## src/rtl/serial_number_sender.sv

```systemverilog
// Parallel-to-serial word source: emits a W-bit word MSB-first with running
// divisible-by-3 / divisible-by-5 flags for the prefix sent so far.
module serial_number_sender #(
    parameter int unsigned W = 16
) (
    input  logic         clk,
    input  logic         rst_n,
    input  logic         in_valid,
    output logic         in_ready,
    input  logic [W-1:0] in_data,
    output logic         new_bit,
    output logic         bit_valid,
    output logic         last,
    output logic         div_by_3,
    output logic         div_by_5
);

    localparam int unsigned CW = (W > 1) ? $clog2(W) : 1;

    typedef enum logic {IDLE, SHIFT} state_t;

    state_t         state, state_d;
    logic [W-1:0]   sr, sr_d;
    logic [CW-1:0]  cnt, cnt_d;
    logic           nb_d;
    logic [1:0]     r3, r3_d;
    logic [2:0]     r5, r5_d;
    logic           accept;
    logic           b;

    // (2*r + b) mod 3 by table lookup
    function automatic logic [1:0] next_r3(input logic [1:0] r, input logic bin);
        case ({r, bin})
            3'b000:  return 2'd0;
            3'b001:  return 2'd1;
            3'b010:  return 2'd2;
            3'b011:  return 2'd0;
            3'b100:  return 2'd1;
            3'b101:  return 2'd2;
            default: return 2'd0;
        endcase
    endfunction

    // (2*r + b) mod 5 by table lookup
    function automatic logic [2:0] next_r5(input logic [2:0] r, input logic bin);
        case ({r, bin})
            4'b0000: return 3'd0;
            4'b0001: return 3'd1;
            4'b0010: return 3'd2;
            4'b0011: return 3'd3;
            4'b0100: return 3'd4;
            4'b0101: return 3'd0;
            4'b0110: return 3'd1;
            4'b0111: return 3'd2;
            4'b1000: return 3'd3;
            4'b1001: return 3'd4;
            default: return 3'd0;
        endcase
    endfunction

    assign bit_valid = (state == SHIFT);
    assign last      = bit_valid && (cnt == '0);
    assign in_ready  = (state == IDLE) || last;
    assign div_by_3  = bit_valid && (r3 == 2'd0);
    assign div_by_5  = bit_valid && (r5 == 3'd0);
    assign accept    = in_valid && in_ready;
    assign b         = sr[W-1];

    // Next-state and datapath: a new word may load on the last bit with no bubble
    always_comb begin
        state_d = state;
        sr_d    = sr;
        cnt_d   = cnt;
        nb_d    = new_bit;
        r3_d    = r3;
        r5_d    = r5;
        if (accept) begin
            state_d = SHIFT;
            sr_d    = in_data << 1;
            nb_d    = in_data[W-1];
            cnt_d   = CW'(W - 1);
            r3_d    = {1'b0, in_data[W-1]};
            r5_d    = {2'b00, in_data[W-1]};
        end else if (state == SHIFT) begin
            if (cnt != '0) begin
                nb_d  = b;
                sr_d  = sr << 1;
                cnt_d = cnt - CW'(1);
                r3_d  = next_r3(r3, b);
                r5_d  = next_r5(r5, b);
            end else begin
                state_d = IDLE;
            end
        end
    end

    always_ff @(posedge clk or negedge rst_n) begin
        if (!rst_n) begin
            state   <= IDLE;
            sr      <= '0;
            cnt     <= '0;
            new_bit <= 1'b0;
            r3      <= 2'd0;
            r5      <= 3'd0;
        end else begin
            state   <= state_d;
            sr      <= sr_d;
            cnt     <= cnt_d;
            new_bit <= nb_d;
            r3      <= r3_d;
            r5      <= r5_d;
        end
    end

endmodule

```

## config.mk

```make
export PLATFORM = sky130hd
export DESIGN_NAME = serial_number_sender
export DESIGN_NICKNAME = d
export VERILOG_FILES = /design/src/rtl/serial_number_sender.sv
export SDC_FILE = /design/constraint.sdc
export NUM_CORES = 1
export LEC_CHECK = 0
export BUFFER_PORTS_ARGS = -buffer_cell sky130_fd_sc_hd__buf_2
export CELL_PAD_IN_SITES_DETAIL_PLACEMENT = 1
export CELL_PAD_IN_SITES_GLOBAL_PLACEMENT = 1
export CORE_MARGIN = 2
export CORE_UTILIZATION = 38
export DETAILED_ROUTE_END_ITERATION = 12
export PLACE_DENSITY_LB_ADDON = 0.1
export SETUP_SLACK_MARGIN = 0.1
export SYNTH_ARGS = -nofsm -noshare
export SYNTH_HDL_FRONTEND = slang
export SYNTH_SLANG_ARGS = --single-unit
```

## constraint.sdc

```tcl
create_clock -name clk -period 1.9 [get_ports clk]
set_input_delay 0.57 -clock clk [delete_from_list [all_inputs] [get_ports clk]]
set_output_delay 0.57 -clock clk [all_outputs]
set_load 0.01 [all_outputs]
```

=== After elaboration in Yosys (flattened, before gate mapping) ===
Memories as Yosys holds them, arrays and structs flattened.
Cells that the tools add are included.

* Register bits: 27
* Bits in read-only memories: 48
* Output and inout bits: 6
* Memories: 1

{| class="wikitable"
|+ Memory list
! name !! depth !! width !! rd ports !! clocked after memory_dff !! write ports !! line !! source
|-
| (name not given) || 16 || 3 || 1 || 0 || 0 || 46 || <nowiki>case ({r, bin})</nowiki>
|}

* Add/sub/neg operators: 1
* Eq/ne operators: 4
* Muxes and demuxes: 19
* Bitwise operators: 1
* Reductions and logical operators: 14

{| class="wikitable"
|+ Operators by type and width
! cell !! number
|-
| $mux 16 || 3
|-
| $mux 4 || 3
|-
| $mux 3 || 3
|-
| $eq 3x3->1 const B || 2
|-
| $mux 1 || 6
|-
| $mux 2 || 3
|-
| $logic_and 1x1->1 || 4
|-
| $logic_not 4->1 || 1
|-
| $pmux 2 s2 || 1
|-
| $reduce_bool 2->1 || 2
|-
| $reduce_bool 4->1 || 1
|-
| $reduce_or 2->1 || 2
|-
| $sub 4x1->4 const B || 1
|-
| $eq 3x1->1 const B || 1
|-
| $eq 3x2->1 const B || 1
|-
| $logic_not 3->1 || 1
|-
| $logic_not 2->1 || 1
|-
| $reduce_and 2->1 || 1
|-
| $logic_or 1x1->1 || 1
|-
| $not 1->1 || 1
|}

=== Logic depth before layout (Yosys ltp) ===
* Depth after elaboration: 6
* Mapped depth: 7

=== Worst setup path after synthesis ===
OpenSTA, ideal clock, no wires.

* Path kind: flip-flop to output port
* From: reg cnt[0]
* To: out last
* Arrival time: 1.490 ns
* Data required time: 1.330 ns
* Setup slack: -0.160 ns
* Stages on the path, launching flop included: 7
* Path buffers: 2
* Cell sequence: dfrtp_1 inv_1 ha_1 or3b_4 buf_2 buf_2 nor2_1

* Cells in the longest elaborated chain, start to end: 2

{| class="wikitable"
|+ Ends and longest elaborated chain
! element !! line !! source
|-
| from (decl) || 24 || <nowiki>logic [CW-1:0] cnt, cnt_d;</nowiki>
|-
| from (signal assigned) || 108 || <nowiki>cnt <= cnt_d;</nowiki>
|-
| $logic_not 4->1 || 62 || <nowiki>assign last = bit_valid && (cnt == '0);</nowiki>
|-
| $logic_and 1x1->1 || 62 ||
|-
| to (decl) || 13 || <nowiki>output logic last,</nowiki>
|}

No other way between the ends.

=== Worst setup path after layout ===
* From: reg cnt[1]
* To: out in_ready

* Cells in the longest elaborated chain, start to end: 3

{| class="wikitable"
|+ Ends and longest elaborated chain
! element !! line !! source
|-
| $logic_not 4->1 || 62 ||
|-
| $logic_and 1x1->1 || 62 ||
|-
| $logic_or 1x1->1 || 63 || <nowiki>assign in_ready = (state == IDLE) || last;</nowiki>
|-
| to (decl) || 9 || <nowiki>output logic in_ready,</nowiki>
|}

No other way between the ends.

==> run_results.csv <==
group,metric,value,unit
outcome,outcome,"complete, but fails checks",
outcome,violations,"setup timing",
clock_network,hold_buffers,0,
placement,place_area,1551,sq um
synthesis,syn_area_per_cell,10.37,sq um
worst_setup_path,arrival,1.64,ns
timing,rsz0062_at_grt,"yes",
synthesis,yosys-top-cells-area,"dfrtp_1, mux2i_1, nand3_1",
floorplanning,core,3337,sq um
clock_network,h-tree-depth,1,
worst_setup_path,worstSetupPathType,"reg -> out",
worst_hold_path,hold_path_class,"in -> async",
placement,port-buffer-count,24,
pwr,p_leak,0.8559,nW
routing,m1WireLength,1.377,mm
global_route,grt_usage,0.1695,
routing,wl_met3,111,microns
timing,slew_violations,0,
clock_network,cts.path.max_buffers,2,
synthesis,yosysSeqAreaShare,0.4901,
routing,antenna_left,0,
cells_and_area,fin_nets,186,
clock_network,clkTransAtPathRegs,0.14,ns
timing,fin_ws,-0.3142,ns
placement,gp_congestion,0.7532,
cells_and_area,layout-drive-gt1-share,0.3515,
synthesis,netlist_instances,128,
floorplanning,die_h,63.11,microns
global_route,grt_pass1_wl,5.388,mm
clock_network,cts_buffers,3,
timing,finalSetupTns,-0.5618,ns
clock_network,cts-root-buf,"clkbuf_4",
worst_setup_path,worstSetupStartpointType,"register",
timing,fin_worst_skew,0.007317,ns
global_route,antenna_found_initial,0,
clock_network,clkSinkCount,26,
routing,met2_length,1.799,mm
worst_setup_path,cp.required,1.33,ns
synthesis,ys_warn_count,0,
timing,finalCriticalPeriod,2.214,ns
worst_setup_path,crit_fanout,3,
synthesis,synth_top_area_share,0.4901,
floorplanning,core.rowCount,21,
synthesis,synth_fp_nets,148,
timing,hold_violations,0,
timing,setup_viol,2,
routing,drt_iter0_drc,36,
cells_and_area,area_delta_synth_final,31.20,%
worst_setup_path,worstSetupEndpointType,"primary output",
routing,firstDrtPassIters,3,
timing,fmax,451.6,MHz
timing,holdWs,0.2442,ns
routing,drcViolationCount,0,
pwr,ir_drop,480.7,uV
pwr,p_per_area,1370,nW/um^2
synthesis,synth_cell_type_count,31,
routing,wl_per_cell,15.68,microns
synthesis,synth-seq-cells,26,
routing,wirelength,3.309,mm
cells_and_area,postLayoutCoreUtil,0.5219,
synthesis,yosys.area.top_type,"dfrtp_1",
clock_network,cts_tree,"yes",
cells_and_area,final_area,1742,sq um
floorplanning,start_util,0.3978,
synthesis,synth_area,1328,sq um
global_route,gr-total-overflow,0,
routing,vias_per_cell,5.332,
floorplanning,dieArea,3982,sq um
floorplanning,die_w,63.11,microns
floorplanning,num_io_pins,25,
placement,dp_hpwl,2.117,mm
job,maxCapViolations,0,
timing,worstMarginPinSlew,0.6143,ns
global_route,grt_pass1_vias,1267,
global_route,grt_max_degree,27,
routing,dr.max_layer_used,"met4",
clock_network,clk_latency,0.32,ns
timing,maxSlewHeadroom,0.5905,
routing,vias,1125,
timing,period_share,1.165,
cells_and_area,antenna_cells,0,
## per-stage QoR
step | setup WS (ns) | total power, W | cells
4_1_cts | -0.3215 | 0.002263 | 205
3_3_place_gp | 0.03060 | 0.001827 | 196
6_report | -0.3142 | 0.002386 | 211
2_1_floorplan | -0.002984 | 0.001607 | 128
3_5_place_dp | -0.002687 | 0.001897 | 196
5_1_grt | -0.3968 | 0.002590 | 211
## metal layers
metal	vias to the layer above	GRT usage
li1	534	-
met1	574	0.1830
met2	15	0.3364
met3	2	0.02857
met4	0	0.04167
met5	-	0
## cell families after synthesis
kind of cell,share of synthesized area
AND/OR/NAND/NOR,0.1480
buffers and inverters,0.05372
AO/OA/AOI/OAI,0.1348
multiplexers,0.1508
XOR/XNOR,0.01320
adder cells (fa/ha/maj),0.009424
flip-flops,0.4901
## critical path, cell delays in order (launching register included)
cell and delay, ns:
dfrtp_1 0.42, inv_2 0.08, ha_4 0.13, or3b_4 0.40, and2_4 0.16, inv_2 0.05
buf_6 0.09
## state kept, by name, summed over array words and instances, names as in the netlist
register / flops
sr: 15
cnt: 4
r5: 3
r3: 2
bit_valid: 1
new_bit: 1
## repair_timing
action / in CTS / in global routing
resized for setup: 6 / 7
setup endpoints to repair: 3 / 13
buffers inserted: 5 / 5
pin swaps: 2 / 3
gates cloned: 0 / 1
## power by group
part | switching (W) | leakage (nW) | internal [W]
clock | 0.000162 | 0.0210 | 0.000117
combinational | 0.000516 | 0.502 | 0.000633
sequential | 0.000195 | 0.333 | 0.000764
## path summary, 6_finish.rpt
check | slack (ns) | startpoint | depth (start not counted) | end
min reg2reg | 0.53 | sr[11] | 2 | sr[12]
max | -0.31 | cnt[1] | 6 | in_ready
min | 0.24 | rst_n | 1 | r5[0]
max in group asynchronous | 1.23 | rst_n | 1 | r5[1]
max reg2reg | 0.09 | cnt[1] | 8 | cnt[0]
min in group clk | 0.50 | in_data[0] | 3 | sr[1]
## area by class of cell
cell class,count,area [sq um]
sequential,26,651.9
inverter,7,26.28
multi-input combinational,86,643.1
fill,388,1595
timing repair buffer,42,326.6
clock buffer,4,36.28
tap,46,57.56
## cell usage after synthesis, drive strengths merged
cell,instances
and3,1
buf,6
nor4,1
o2bb2ai,1
a21o,1
o21ai,18
clkbuf,3
nor2,4
a21oi,2
o22ai,2
inv,7
nand3b,2
nand2b,1
or3b,1
nor2b,1
mux2i,20
a32o,1
ha,1
o211a,1
nor3b,3
and3b,1
dfrtp,26
a221oi,1
nor3,2
and2,1
xnor2,2
a211oi,2
nand3,16
## cells in the final DEF, fill, tap and decap left out, drive strengths merged
| cell type | n |
|---|---|
| o2bb2ai | 1 |
| clkbuf | 5 |
| nor2 | 4 |
| a211oi | 2 |
| nor3 | 2 |
| o21ai | 18 |
| nor3b | 3 |
| a21oi | 2 |
| nand3b | 2 |
| mux2i | 20 |
| dfrtp | 26 |
| inv | 7 |
| nand2b | 1 |
| o211a | 1 |
| o22ai | 2 |
| buf | 41 |
| nor2b | 1 |
| a21o | 1 |
| and3 | 1 |
| a32o | 1 |
| nor4 | 1 |
| a221oi | 1 |
| and3b | 1 |
| ha | 1 |
| and2 | 1 |
| xnor2 | 2 |
| nand3 | 16 |
| or3b | 1 |
Power figures use the tool's default switching activity.
